### config.mk
export PLATFORM = sky130hd
export DESIGN_NAME = instr_fetch_unit
export DESIGN_NICKNAME = d
export VERILOG_FILES = /design/src/rtl/instr_fetch_unit.sv
export SDC_FILE = /design/constraint.sdc
export NUM_CORES = 1
export LEC_CHECK = 0
export CORE_UTILIZATION = 30
export CTS_CLUSTER_DIAMETER = 40
export CTS_CLUSTER_SIZE = 14
export DETAILED_ROUTE_END_ITERATION = 10
export SYNTH_ARGS = -nofsm -noshare
export SYNTH_HDL_FRONTEND = slang
export SYNTH_SLANG_ARGS = --single-unit
export TNS_END_PERCENT = 100
### constraint.sdc
create_clock -name clk -period 5.8 [get_ports clk]
set_input_delay 1.16 -clock clk [delete_from_list [all_inputs] [get_ports clk]]
set_output_delay 1.16 -clock clk [all_outputs]
set_load 0.01 [all_outputs]
### src/rtl/instr_fetch_unit.sv
// Instruction fetch stage: owns the fetch PC and keeps one request in flight to instruction memory.
// Returned words go into the IF/ID register, or into a one-entry skid buffer while ID is stalled.
module instr_fetch_unit #(
  parameter int                ADDR_W   = 32,
  parameter int                DATA_W   = 32,
  parameter logic [ADDR_W-1:0] RESET_PC = '0
) (
  input  logic              clk,
  input  logic              reset,
  input  logic [ADDR_W-1:0] next_address,
  input  logic              redirect,
  input  logic              stall,
  output logic              imem_req,
  output logic [ADDR_W-1:0] imem_addr,
  input  logic              imem_gnt,
  input  logic              imem_rvalid,
  input  logic [DATA_W-1:0] imem_rdata,
  output logic [ADDR_W-1:0] pc_out,
  output logic [DATA_W-1:0] instr_out,
  output logic              instr_valid
);

  typedef enum logic [1:0] {
    S_FETCH = 2'd0,
    S_WAIT  = 2'd1,
    S_HOLD  = 2'd2
  } state_e;

  state_e            state_q;
  logic [ADDR_W-1:0] fetch_pc_q;
  logic              discard_q;
  logic [ADDR_W-1:0] skid_pc_q;
  logic [DATA_W-1:0] skid_word_q;
  logic              skid_full_q;
  logic [ADDR_W-1:0] pc_out_q;
  logic [DATA_W-1:0] instr_out_q;
  logic              instr_valid_q;

  logic [ADDR_W-1:0] fetch_pc_inc_d;
  assign fetch_pc_inc_d = fetch_pc_q + {{(ADDR_W-1){1'b0}}, 1'b1};

  // Request is decoded from state so it rises on the first cycle after reset release.
  assign imem_req    = reset && (state_q == S_FETCH);
  assign imem_addr   = fetch_pc_q;
  assign pc_out      = pc_out_q;
  assign instr_out   = instr_out_q;
  assign instr_valid = instr_valid_q;

  always_ff @(posedge clk or negedge reset) begin
    if (!reset) begin
      state_q       <= S_FETCH;
      fetch_pc_q    <= RESET_PC;
      discard_q     <= 1'b0;
      skid_pc_q     <= '0;
      skid_word_q   <= '0;
      skid_full_q   <= 1'b0;
      pc_out_q      <= '0;
      instr_out_q   <= '0;
      instr_valid_q <= 1'b0;
    end else begin
      case (state_q)
        S_FETCH: begin
          if (redirect) begin
            fetch_pc_q    <= next_address;
            instr_valid_q <= 1'b0;
            skid_full_q   <= 1'b0;
            // The old address was already accepted; its data must be thrown away.
            if (imem_gnt) begin
              discard_q <= 1'b1;
              state_q   <= S_WAIT;
            end
          end else begin
            if (!stall) instr_valid_q <= 1'b0;
            if (imem_gnt) state_q <= S_WAIT;
          end
        end

        S_WAIT: begin
          if (redirect) begin
            fetch_pc_q    <= next_address;
            instr_valid_q <= 1'b0;
            skid_full_q   <= 1'b0;
            if (imem_rvalid) begin
              discard_q <= 1'b0;
              state_q   <= S_FETCH;
            end else begin
              discard_q <= 1'b1;
            end
          end else if (imem_rvalid && discard_q) begin
            discard_q <= 1'b0;
            state_q   <= S_FETCH;
            if (!stall) instr_valid_q <= 1'b0;
          end else if (imem_rvalid && (!instr_valid_q || !stall)) begin
            pc_out_q      <= fetch_pc_q;
            instr_out_q   <= imem_rdata;
            instr_valid_q <= 1'b1;
            fetch_pc_q    <= fetch_pc_inc_d;
            state_q       <= S_FETCH;
          end else if (imem_rvalid) begin
            skid_pc_q   <= fetch_pc_q;
            skid_word_q <= imem_rdata;
            skid_full_q <= 1'b1;
            fetch_pc_q  <= fetch_pc_inc_d;
            state_q     <= S_HOLD;
          end else if (!stall) begin
            instr_valid_q <= 1'b0;
          end
        end

        S_HOLD: begin
          if (redirect) begin
            fetch_pc_q    <= next_address;
            instr_valid_q <= 1'b0;
            skid_full_q   <= 1'b0;
            state_q       <= S_FETCH;
          end else if (!stall && skid_full_q) begin
            pc_out_q      <= skid_pc_q;
            instr_out_q   <= skid_word_q;
            instr_valid_q <= 1'b1;
            skid_full_q   <= 1'b0;
            state_q       <= S_FETCH;
          end
        end

        default: state_q <= S_FETCH;
      endcase
    end
  end

endmodule
== Word-level counts from Yosys, hierarchy flattened ==
Index checks and enable logic that the tools add are counted.

* Register bits after elaboration: 165
* Bits of input ports: 70
* Logic and storage cells: 102

* Add/subtract/negate cells: 1
* Eq/ne operators: 19
* Multiplexer cells: 50
* Bitwise logic cells: 3
* Reductions and logical operators: 20

{| class="wikitable"
|+ Operators by type and width
! kind !! number
|-
| 32-bit two-way mux || 15
|-
| 32-bit one-hot mux with 2 select lines || 3
|-
| 32-bit by 1-bit adder with 32-bit output, second input constant || 1
|-
| 1-bit two-way mux || 20
|-
| 3-bit != test, second input constant || 6
|-
| 2-bit two-way mux || 8
|-
| 2-bit != test, second input constant || 7
|-
| 4-bit AND reduction || 3
|-
| 6-bit AND reduction || 2
|-
| 4-bit != test, second input constant || 2
|-
| 1-bit one-hot mux with 3 select lines || 2
|-
| 2-bit one-hot mux with 3 select lines || 1
|-
| 2-bit nonzero test || 3
|-
| 5-bit != test, second input constant || 1
|-
| 5-bit AND reduction || 1
|-
| 1-bit logical AND || 4
|-
| 1-bit NOT || 3
|-
| 3-bit AND reduction || 1
|-
| 3-bit nonzero test || 1
|-
| 2-bit by 1-bit == test with 1-bit output, second input constant || 1
|-
| 2-bit == test, second input constant || 1
|-
| 1-bit zero test || 2
|-
| 2-bit zero test || 1
|-
| 2-bit by 1-bit != test with 1-bit output, second input constant || 1
|-
| other kinds (3) || 3
|}

== Longest topological paths before layout ==
* Word-level depth: 7
* Mapped depth: 10

== Least setup slack after synthesis ==
Ideal clock, no wire load.

* Kind: input-to-reg
* Start point: input port redirect
* End point: register skid_word_q[23]
* Arrival: 2635 ps
* Required time: 5675 ps
* Setup slack: 3040 ps
* Cell stages on the path: 6
* Cells stage by stage: clkbuf_1 > nand2b_1 > nor4_1 > buf_2 > buf_2 > mux2_2

* Word-level cells in the longest chain between the ends: 2

{| class="wikitable"
|+ RTL lines
! item !! line !! source
|-
| start: declaration || 11 || <nowiki>input logic redirect,</nowiki>
|-
| 1-bit NOT (no line) || -- ||
|-
| 5-bit AND reduction (no line) || -- ||
|-
| end signal: assignment || 101 || <nowiki>skid_word_q <= imem_rdata;</nowiki>
|-
| end: declaration || 33 || <nowiki>logic [DATA_W-1:0] skid_word_q;</nowiki>
|}

Every way passes these cells.
A chain may end at the register's enable or synchronous reset.

== Worst setup path in the final report ==
* Start point: register state_q[0]
* End point: output port imem_req

* Word-level cells in the longest chain between the ends: 2

{| class="wikitable"
|+ RTL lines
! item !! line !! source
|-
| start: declaration || 29 || <nowiki>state_e state_q;</nowiki>
|-
| start signal: assignment || 51 || <nowiki>state_q <= S_FETCH;</nowiki>
|-
| start signal: assignment || 70 || <nowiki>state_q <= S_WAIT;</nowiki>
|-
| start signal: assignment || 74 || <nowiki>if (imem_gnt) state_q <= S_WAIT;</nowiki>
|-
| 2-bit zero test || 43 || <nowiki>assign imem_req = reset && (state_q == S_FETCH);</nowiki>
|-
| 1-bit logical AND || 43 ||
|-
| end: declaration || 13 || <nowiki>output logic imem_req,</nowiki>
|}

Every way passes these cells.

==> impl_metrics.yaml <==
critical_path:
  slowest_delay_ns: 0.53
  critical-path-top-delay-family: "buffers and inverters"
  cp_slowest_cell: "clkdlybuf4s50_1"
  worst-path-buf-inv: 2
  critPathLaunchType: "flip-flop"
  crit_chain: "inv_1 -> ha_1 -> and2_1 -> clkdlybuf4s50_1"
  arrival_ns: 2.27
  cp.required_ns: 4.64
  cp_max_fo: 11
  crit_type: "reg2out"
  cp-end-kind: "output port"
finish:
  final_core_util: 0.409
  fin_cells: 1195
  regArea_mm2: 0.00413
  diodes: 0
  nets: 926
  fillers: 2458
  drive_above_1_share: 0.131
  multiInputGateArea_mm2: 0.00334
  syn_to_final_growth_pct: 34.2
die:
  start_util: 0.305
  fp-row-count: 58
  die_w_um: 162
  die_area_mm2: 0.0262
  ioPinCount: 168
  dieHeight_um: 162
  core-area_mm2: 0.0251
clock_network:
  insertion_delay_ns: 0.42
  cts_buffers: 17
  cts_setup_buffers: 0
  cts_root_buf: "clkbuf_16"
  clk_pin_slew_ns: 0.06
  cts_hold_buffers: 0
  clockBufferDepth: 2
  cts_tree: "built"
  cts_sinks: 165
  cts_resized: 0
  htreeDepth: 4
yosys:
  syn_inst: 708
  synth_fp_nets: 782
  avgSynthCellArea_um2: 10.8
  synth_cell_types: 43
  syn_area_mm2: 0.00765
  synth-seq-cells: 165
  ys_seq_area_frac: 0.540
  synth_warnings: 0
timing:
  finalMaxSlewViolations: 0
  finClkSkew_ns: 0.00949
  fin_crit_ns: 3.43
  finalCritPeriodShare: 0.591
  setup-violations-final: 0
  hold_slack_ns: 0.503
  worst_slack_ns: 2.37
  slew-limit-headroom: 0.319
  hold_viol_final: 0
  worst_pin_slew_ns: 1.02
  setup_tns_ns: 0
  rsz0062_at_grt: "no"
  fmax_mhz: 292
power_and_ir_drop:
  powerDensity_mw_per_mm2: 531
  peakVddDrop_mv: 0.208
  p_leak_nw: 4.18
placement:
  place.gp.congestion: 0.802
  place_inst: 1163
  io_buffers: 167
  dp_slack_ns: 2.11
  place_hpwl_um: 13100
detailed_routing:
  first_iter_violations: 281
  firstDrtPassIters: 5
  drc: 0
  wl_per_cell_um: 16.6
  num_vias: 6012
  routed_via_density: 5.03
  routed_wl_um: 19900
  ant_nets: 0
global_route:
  grt_first_pass_wirelength_um: 31900
  overflow: 0
  grt_max_degree: 87
  antenna_found_initial: 2
  track_usage: 0.155
  first_global_vias: 5870
min_path:
  min_path_type: "reg2reg"
run_status:
  status: "finished, final reports clean"
flow_run:
  drv_cap: 0
## registers in the layout, summed over array words and instances (netlist names)
name,cells
skid_pc_q,32
instr_valid,1
skid_full_q,1
imem_addr,32
state_q,2
instr_out,32
skid_word_q,32
discard_q,1
pc_out,32
## path summary, 6_finish.rpt
path                                start             end  slack (ns)  cells past startpoint
setup / recovery               state_q[0]        imem_req        2.37                      4
min in group asynchronous           reset  skid_word_q[2]        0.67                      1
setup reg to reg               state_q[0]   imem_addr[28]        2.93                      7
hold / removal             skid_word_q[3]  skid_word_q[3]        0.50                      1
hold reg to reg            skid_word_q[3]  skid_word_q[3]        0.50                      1
max in group asynchronous           reset   imem_addr[12]        3.84                      2
## cells in the mapped netlist (all sizes together)
cell type / n / area share
a31oi: 7 / 0.0057
o21ai: 23 / 0.015
dfrtp: 165 / 0.54
nor3: 13 / 0.0092
and3: 11 / 0.0090
o2bb2ai: 1 / 0.0011
o221ai: 1 / 0.0020
a211oi: 9 / 0.0088
or3: 4 / 0.0033
mux2i: 65 / 0.085
o311ai: 1 / 0.0011
nand2: 21 / 0.010
buf: 21 / 0.013
a22oi: 1 / 0.00098
o22a: 4 / 0.0046
nor2b: 1 / 0.00082
mux2: 65 / 0.096
and2: 3 / 0.0025
o22ai: 11 / 0.0090
nor2: 88 / 0.043
clkbuf: 29 / 0.014
or4: 1 / 0.0015
o221a: 1 / 0.0015
o211ai: 1 / 0.00098
nand4: 8 / 0.0065
o41ai: 1 / 0.0011
ha: 4 / 0.0065
a2bb2oi: 8 / 0.0092
and4: 4 / 0.0046
a21oi: 98 / 0.064
a311oi: 1 / 0.0011
o31ai: 1 / 0.00098
a221oi: 1 / 0.0011
nor4: 5 / 0.0060
nand2b: 2 / 0.0016
o21a: 1 / 0.00098
nand3: 20 / 0.014
inv: 7 / 0.0034
## power by group
part / internal [mW] / switching [mW] / total [mW]
sequential: 1.58 / 0.415 / 2.00
clock: 0.750 / 0.479 / 1.23
combinational: 1.14 / 1.08 / 2.23
## kinds of logic after synthesis
family                   synth area share
AO/OA/AOI/OAI                       0.129
adder cells (fa/ha/maj)           0.00654
buffers and inverters              0.0309
flip-flops                          0.540
multiplexers                        0.181
AND/OR/NAND/NOR                     0.113
## per-layer routing
| layer | share of wire | track usage |
|---|---|---|
| met2 | 0.46 | 0.244 |
| met1 | 0.47 | 0.213 |
| met5 | 0.0014 | 0 |
| met4 | 0.0077 | 0.0377 |
| met3 | 0.067 | 0.0421 |
## through the flow
step | power, mW | cell area (um^2)
floorplan | 3.17 | 7650
global placement | 4.23 | 9640
detailed placement | 4.26 | 9640
CTS | 5.52 | 10300
global route | 5.82 | 10300
finish | 5.45 | 10300
## placed cells by master, fill, tap and decap left out, types with 4 or more instances in the layout
master,Yosys,layout
bufinv_16,0,4
dfrtp_1,165,165
mux2i_1,65,65
and3_1,11,11
a21oi_1,98,98
inv_1,7,7
nand4_1,8,8
nor2_1,88,88
a2bb2oi_1,8,8
o22ai_1,11,11
o21ai_0,23,23
clkinv_4,0,4
nand3_1,18,18
a31oi_1,7,7
o22a_1,4,4
nand2_1,21,21
buf_4,1,8
nor3_1,12,12
a211oi_1,9,8
clkbuf_16,0,17
or3_1,4,4
mux2_2,65,65
and4_1,4,4
clkdlybuf4s50_1,0,166
## layout make-up
type	instances	share of cell area
clock buffer	22	0.0452
tap	330	0.0402
timing repair buffer	175	0.169
clock inverter	10	0.0167
inverter	7	0.00256
multi-input combinational	486	0.325
sequential	165	0.402
No activity file was read; power rests on OpenSTA's default activity.
